===== src/rtl/block_scheduler.sv =====
// block_scheduler
// Owns the song clock and walks a sorted beatmap memory. It keeps the window [head, tail)
// of live block indices and retires each block as hit or missed.
//
// Ports:
//   clk_in, rst_in        clock, synchronous active-low reset
//   start_in              one-cycle pulse that starts (or restarts) the song
//   frame_tick_in         one-cycle pulse per video frame
//   bm_addr_out           beatmap read address (data returns 2 cycles later)
//   bm_time_in            beatmap hit time
//   hit_valid_in          hit report from game logic
//   hit_idx_in            index of the block reported as hit
//   curr_time_out         song clock
//   active_head_out       first live index
//   active_tail_out       one past the last live index
//   busy_out              window update in progress; head/tail are unstable
//   hits_out, misses_out  retired block counters
//   done_out              all blocks retired
module block_scheduler #(
  parameter int unsigned NUM_BLOCKS      = 64,
  parameter int unsigned TIME_WIDTH      = 12,
  parameter int unsigned FRAMES_PER_TICK = 2,
  parameter int unsigned LOOKAHEAD       = 64,
  parameter int unsigned LATE_WINDOW     = 8,
  parameter int unsigned MAX_ACTIVE      = 8,
  localparam int unsigned IW = $clog2(NUM_BLOCKS + 1)
) (
  input  logic                  clk_in,
  input  logic                  rst_in,
  input  logic                  start_in,
  input  logic                  frame_tick_in,
  output logic [IW-1:0]         bm_addr_out,
  input  logic [TIME_WIDTH-1:0] bm_time_in,
  input  logic                  hit_valid_in,
  input  logic [IW-1:0]         hit_idx_in,
  output logic [TIME_WIDTH-1:0] curr_time_out,
  output logic [IW-1:0]         active_head_out,
  output logic [IW-1:0]         active_tail_out,
  output logic                  busy_out,
  output logic [IW-1:0]         hits_out,
  output logic [IW-1:0]         misses_out,
  output logic                  done_out
);

  localparam int unsigned FW = (FRAMES_PER_TICK > 1) ? $clog2(FRAMES_PER_TICK) : 1;
  localparam logic [FW-1:0]       FrameLast = FW'(FRAMES_PER_TICK - 1);
  localparam logic [TIME_WIDTH:0] LateW     = (TIME_WIDTH + 1)'(LATE_WINDOW);
  localparam logic [TIME_WIDTH:0] LookW     = (TIME_WIDTH + 1)'(LOOKAHEAD);
  localparam logic [IW:0]         MaxActW   = (IW + 1)'(MAX_ACTIVE);
  localparam logic [IW-1:0]       NumW      = IW'(NUM_BLOCKS);

  // Each read takes three states: address, BRAM latency, check.
  typedef enum logic [3:0] {
    StIdle,
    StRun,
    StRdHead,
    StWaitHead,
    StChkHead,
    StRdTail,
    StWaitTail,
    StChkTail,
    StDone
  } state_e;

  state_e                  state_q, state_d;
  logic [TIME_WIDTH-1:0]   time_q, time_d;
  logic [IW-1:0]           head_q, head_d;
  logic [IW-1:0]           tail_q, tail_d;
  logic [IW-1:0]           hits_q, hits_d;
  logic [IW-1:0]           misses_q, misses_d;
  logic [IW-1:0]           addr_q, addr_d;
  logic                    busy_q, busy_d;
  logic                    done_q, done_d;
  logic [NUM_BLOCKS-1:0]   mask_q, mask_d;
  logic [FW-1:0]           fcnt_q, fcnt_d;
  logic                    pend_q, pend_d;

  logic [TIME_WIDTH:0]     t_ext, now_ext;
  logic                    is_late, in_reach;
  logic [IW-1:0]           win_len;
  logic                    head_mask, hit_fwd, updating;

  always_comb begin
    state_d  = state_q;
    time_d   = time_q;
    head_d   = head_q;
    tail_d   = tail_q;
    hits_d   = hits_q;
    misses_d = misses_q;
    mask_d   = mask_q;
    fcnt_d   = fcnt_q;
    pend_d   = pend_q;

    t_ext    = {1'b0, bm_time_in};
    now_ext  = {1'b0, time_q};
    is_late  = now_ext > (t_ext + LateW);
    in_reach = t_ext <= (now_ext + LookW);
    win_len  = tail_q - head_q;
    updating = (state_q != StIdle) && (state_q != StRun) && (state_q != StDone);

    head_mask = 1'b0;
    for (int i = 0; i < NUM_BLOCKS; i++) begin
      if (IW'(i) == head_q) head_mask = mask_q[i];
    end
    // A hit landing in the same cycle as the retire of that block still counts.
    hit_fwd = hit_valid_in && (hit_idx_in == head_q);

    if (hit_valid_in && (state_q != StIdle) && (state_q != StDone) &&
        (hit_idx_in >= head_q) && (hit_idx_in < tail_q)) begin
      for (int i = 0; i < NUM_BLOCKS; i++) begin
        if (IW'(i) == hit_idx_in) mask_d[i] = 1'b1;
      end
    end

    // Ticks during an update are held for RUN; a second one is dropped.
    if (updating && frame_tick_in) pend_d = 1'b1;

    unique case (state_q)
      StIdle, StDone: begin
        if (start_in) begin
          time_d   = '0;
          head_d   = '0;
          tail_d   = '0;
          hits_d   = '0;
          misses_d = '0;
          mask_d   = '0;
          fcnt_d   = '0;
          pend_d   = 1'b0;
          state_d  = StRdHead;
        end
      end
      StRun: begin
        if (frame_tick_in || pend_q) begin
          // Consume the pending tick first; a live tick in the same cycle stays pending.
          pend_d = frame_tick_in && pend_q;
          if (fcnt_q == FrameLast) begin
            fcnt_d  = '0;
            if (time_q != '1) time_d = time_q + 1'b1;
            state_d = StRdHead;
          end else begin
            fcnt_d = fcnt_q + 1'b1;
          end
        end
      end
      StRdHead:   state_d = StWaitHead;
      StWaitHead: state_d = StChkHead;
      StChkHead: begin
        if ((head_q < tail_q) && is_late) begin
          if (head_mask || hit_fwd) hits_d = hits_q + 1'b1;
          else                      misses_d = misses_q + 1'b1;
          head_d  = head_q + 1'b1;
          state_d = StRdHead;
        end else begin
          state_d = StRdTail;
        end
      end
      StRdTail: begin
        if ((tail_q == NumW) || ({1'b0, win_len} >= MaxActW)) begin
          state_d = (head_q == NumW) ? StDone : StRun;
        end else begin
          state_d = StWaitTail;
        end
      end
      StWaitTail: state_d = StChkTail;
      StChkTail: begin
        if (in_reach) begin
          tail_d  = tail_q + 1'b1;
          state_d = StRdTail;
        end else begin
          state_d = (head_q == NumW) ? StDone : StRun;
        end
      end
      default: state_d = StIdle;
    endcase

    // Registered address tracks the index the next read state will use.
    if (state_d == StRdHead)      addr_d = head_d;
    else if (state_d == StRdTail) addr_d = tail_d;
    else                          addr_d = addr_q;

    busy_d = (state_d != StIdle) && (state_d != StRun) && (state_d != StDone);
    done_d = (state_d == StDone);
  end

  always_ff @(posedge clk_in) begin
    if (!rst_in) begin
      state_q  <= StIdle;
      time_q   <= '0;
      head_q   <= '0;
      tail_q   <= '0;
      hits_q   <= '0;
      misses_q <= '0;
      addr_q   <= '0;
      busy_q   <= 1'b0;
      done_q   <= 1'b0;
      mask_q   <= '0;
      fcnt_q   <= '0;
      pend_q   <= 1'b0;
    end else begin
      state_q  <= state_d;
      time_q   <= time_d;
      head_q   <= head_d;
      tail_q   <= tail_d;
      hits_q   <= hits_d;
      misses_q <= misses_d;
      addr_q   <= addr_d;
      busy_q   <= busy_d;
      done_q   <= done_d;
      mask_q   <= mask_d;
      fcnt_q   <= fcnt_d;
      pend_q   <= pend_d;
    end
  end

  assign bm_addr_out     = addr_q;
  assign curr_time_out   = time_q;
  assign active_head_out = head_q;
  assign active_tail_out = tail_q;
  assign busy_out        = busy_q;
  assign hits_out        = hits_q;
  assign misses_out      = misses_q;
  assign done_out        = done_q;

endmodule


===== config.mk =====
export PLATFORM = sky130hd
export DESIGN_NAME = block_scheduler
export DESIGN_NICKNAME = d
export VERILOG_FILES = /design/src/rtl/block_scheduler.sv
export SDC_FILE = /design/constraint.sdc
export NUM_CORES = 1
export LEC_CHECK = 0
export ABC_CLOCK_PERIOD_IN_PS = 2900
export BUFFER_PORTS_ARGS = -buffer_cell sky130_fd_sc_hd__buf_4
export CAP_MARGIN = 10
export CORE_MARGIN = 5
export CORE_UTILIZATION = 43
export CTS_BUF_LIST = sky130_fd_sc_hd__clkbuf_4 sky130_fd_sc_hd__clkbuf_8 sky130_fd_sc_hd__clkbuf_16
export CTS_CLUSTER_SIZE = 30
export DETAILED_ROUTE_END_ITERATION = 7
export PLACE_DENSITY = 0.63
export REMOVE_ABC_BUFFERS = 1
export SKIP_CTS_REPAIR_TIMING = 1
export SYNTH_ARGS = -nofsm -noshare
export SYNTH_HDL_FRONTEND = slang
export SYNTH_SLANG_ARGS = --single-unit

===== constraint.sdc =====
create_clock -name clk_in -period 2.9 [get_ports clk_in]
set_clock_uncertainty 0.1 [all_clocks]
set_input_delay 0.29 -clock clk_in [delete_from_list [all_inputs] [get_ports clk_in]]
set_output_delay 0.29 -clock clk_in [all_outputs]
set_load 0.02 [all_outputs]

==> flow_summary.yaml <==
sta:
  slew_violations: 0
  rsz0062_at_grt: "yes"
  worst_slack_ns: -0.318
  hold_violations: 0
  hold_ws_ns: 0.0560
  period_share: 1.11
  clock.fmax_mhz: 311
  tns_ns: -4.44
  tightest_slew_ns: 0.641
  setup_viol: 29
  slew_headroom: 0.572
  min_period_ns: 3.22
global_route:
  grt_pass1_vias: 7200
  grt_max_degree: 69
  antenna_found_initial: 0
  overflow: 0
  grt_use_total: 0.239
  grt_pass1_wl_mm: 37.8
die:
  dieArea_um2: 19400
  dieHeight_um: 139
  core_region_area_um2: 16500
  pin_count: 73
  initial_core_util: 0.435
  rows: 47
  die_w_um: 139
clock_network:
  cts_tree: "yes"
  clk_latency_ns: 0.42
  htreeDepth: 4
  numCtsBuffers: 17
  path_clk_slew_ns: 0.06
  cts_buffer_depth: 2
  clock-sinks: 119
  cts_root_buf: "clkbuf_16"
synth:
  synth.most_common_cell: "dfxtp_1"
  ys_warn_count: 0
  synth_area_per_cell_um2: 7.96
  synth_cells: 904
  synth_commonest_cells: "dfxtp_1, nand2_1, o21ai_0, nor2_1, ha_1"
  yosys.area.top_type: "dfxtp_1"
  yosys-top-cells-area: "dfxtp_1, ha_1, o21ai_0"
  synth-main-ff-cell: "dfxtp_1"
  synth_top_area_frac: 0.331
  seq_area_frac_synth: 0.331
  synth-edff-count: 0
  ys_types: 83
  synthArstFlopShare: 0
  ys_seq_elements: 119
  mappedNetlistArea_um2: 7190
hold_path:
  min_path_cells: 3
  hp-class: "primary input to register"
final_layout:
  insertedDiodeCount: 0
  syn2layout_area_growth_pct: 43.2
  final_net_count: 1191
  layout-drive-gt1-share: 0.320
power_and_ir_drop:
  ir_drop_v: 0.000412
  finalPower_w: 0.00443
  p_leak_nw: 4.11
  p_per_area_nw_per_um2: 430
route:
  via_count: 7664
  dr.pass1.iters: 5
  wire_per_inst_um: 18.2
  drtAntennaViolNets: 0
  via_per_inst: 5.70
  drt-initial-drc-count: 606
  drc: 0
  drt-total-wl_mm: 24.5
placed_design:
  numPortBuffers: 72
  routabilityCongestion: 0.980
  dpl.hpwl_mm: 17.5
critical_path:
  rr_worst_depth: 13
  rrSetupSlack_ns: -0.32
  path_class: "register to register"
  critPathArrivalTime_ns: 3.43
  crit_cells: 13
  critPathMaxStageDelay_ns: 0.50
  path_max_fanout: 4
  crit_path_end_kind: "register"
  cp-start-kind: "register"
  cp_top_family: "simple AND/OR/NAND/NOR gates"
  required_ns: 3.11
  cp_slowest_cell: "or4b_4"
  cp_num_buf_inv: 1
  path_cells: "buf_6, and3_4, xnor2_2, ha_1, o21a_1, o21ai_2, nor2_1, or4b_4, o21ai_4, nand4_1, mux2i_1, nor2b_1, a211o_1"
run_status:
  outcome: "complete, but fails checks"
  violations: "negative setup slack"
run:
  maxCapViolCount: 0
==> state kept, by name (all words and copies together) (netlist names) <==
name and cells:
active_head_out 7, active_tail_out 7, bm_addr_out 7, busy_out 1
curr_time_out 12, done_out 1, fcnt_q 1, hits_out 7
mask_q 64, misses_out 7, pend_q 1, state_q 4
==> stage by stage <==
stage,instances,utilization,worst slack (ns),cell area (um^2)
after floorplan,865,-,-0.851,7010
after global placement,1296,0.544,-0.360,9000
after detailed placement,1296,0.544,-0.376,9000
after CTS,1328,0.582,-0.379,9620
after global routing,1345,0.623,-0.442,10300
final,1345,0.623,-0.318,10300
==> worst paths after layout <==
kind | start | end
setup / recovery | curr_time_out[7]$_SDFFE_PN0P_ | bm_addr_out[4]$_SDFFE_PN0P_
hold / removal | frame_tick_in | pend_q$_SDFF_PN0_
setup reg to reg | curr_time_out[7]$_SDFFE_PN0P_ | bm_addr_out[4]$_SDFFE_PN0P_
hold reg to reg | mask_q[41]$_SDFF_PN0_ | mask_q[41]$_SDFF_PN0_
==> layout make-up <==
type	instances	area (um^2)
fillers	1430	6220
well taps	220	275
inverters	38	150
flip-flops and latches	119	2390
multi-input cells	708	4950
repair buffers	228	1910
clock inverters	6	86.3
clock buffers	26	537
==> worst register-to-register path, delay by kind of cell, from the launching register on <==
| family | cells | cell delay [ns] |
|---|---|---|
| AO/OA/AOI/OAI | 4 | 0.91 |
| XOR/XNOR | 1 | 0.13 |
| adder cells (fa/ha/maj) | 1 | 0.32 |
| buffers and inverters | 1 | 0.12 |
| flip-flops | 1 | 0.34 |
| multiplexers | 1 | 0.15 |
| AND/OR/NAND/NOR | 5 | 1.03 |
==> power breakdown <==
group / total (W) / switching (W) / internal, W
Clock: 0.00222 / 0.000772 / 0.00144
Sequential: 0.00167 / 0.0000183 / 0.00165
Combinational: 0.000551 / 0.000330 / 0.000221
Total: 0.00443 / 0.00112 / 0.00331
==> cell usage in the layout (no fill, tap or decap), types with 7 or more instances in the layout <==
master / instances
clkbuf_8: 7
a21oi_2: 12
buf_12: 9
and3_1: 9
nand2_1: 111
o21ai_0: 87
xor2_1: 15
mux2i_1: 10
o22ai_1: 8
nand2b_1: 12
buf_4: 199
nor2b_1: 16
o21a_1: 9
or3_1: 14
ha_1: 46
nor2_1: 65
o211ai_1: 10
ha_4: 8
nand4_1: 22
xnor2_1: 10
inv_2: 7
nand3_1: 34
buf_6: 19
clkbuf_16: 18
dfxtp_1: 114
or4_1: 8
nor3_1: 13
a21oi_1: 33
inv_1: 28
and2_1: 12
==> metal layers <==
| layer | part of all wire | wire length (um) | global-route usage | vias up |
|---|---|---|---|---|
| met1 | 0.46 | 11200 | 0.337 | 3637 |
| met4 | 0.016 | 394 | 0.0716 | 0 |
| met3 | 0.068 | 1660 | 0.0443 | 38 |
| met5 | 0 | 0 | 0 | - |
| met2 | 0.46 | 11300 | 0.375 | 279 |
| li1 | - | - | - | 3710 |
==> kinds of logic after synthesis <==
group / share of synthesized area
DFF: 0.331
AOI/OAI and AO/OA: 0.220
muxes: 0.0169
and+or+nand+nor: 0.258
adders and majority gates: 0.0957
xor gates and xnor gates: 0.0329
buffers and inverters: 0.0449
Note: power is estimated with default switching activity, not from simulation.
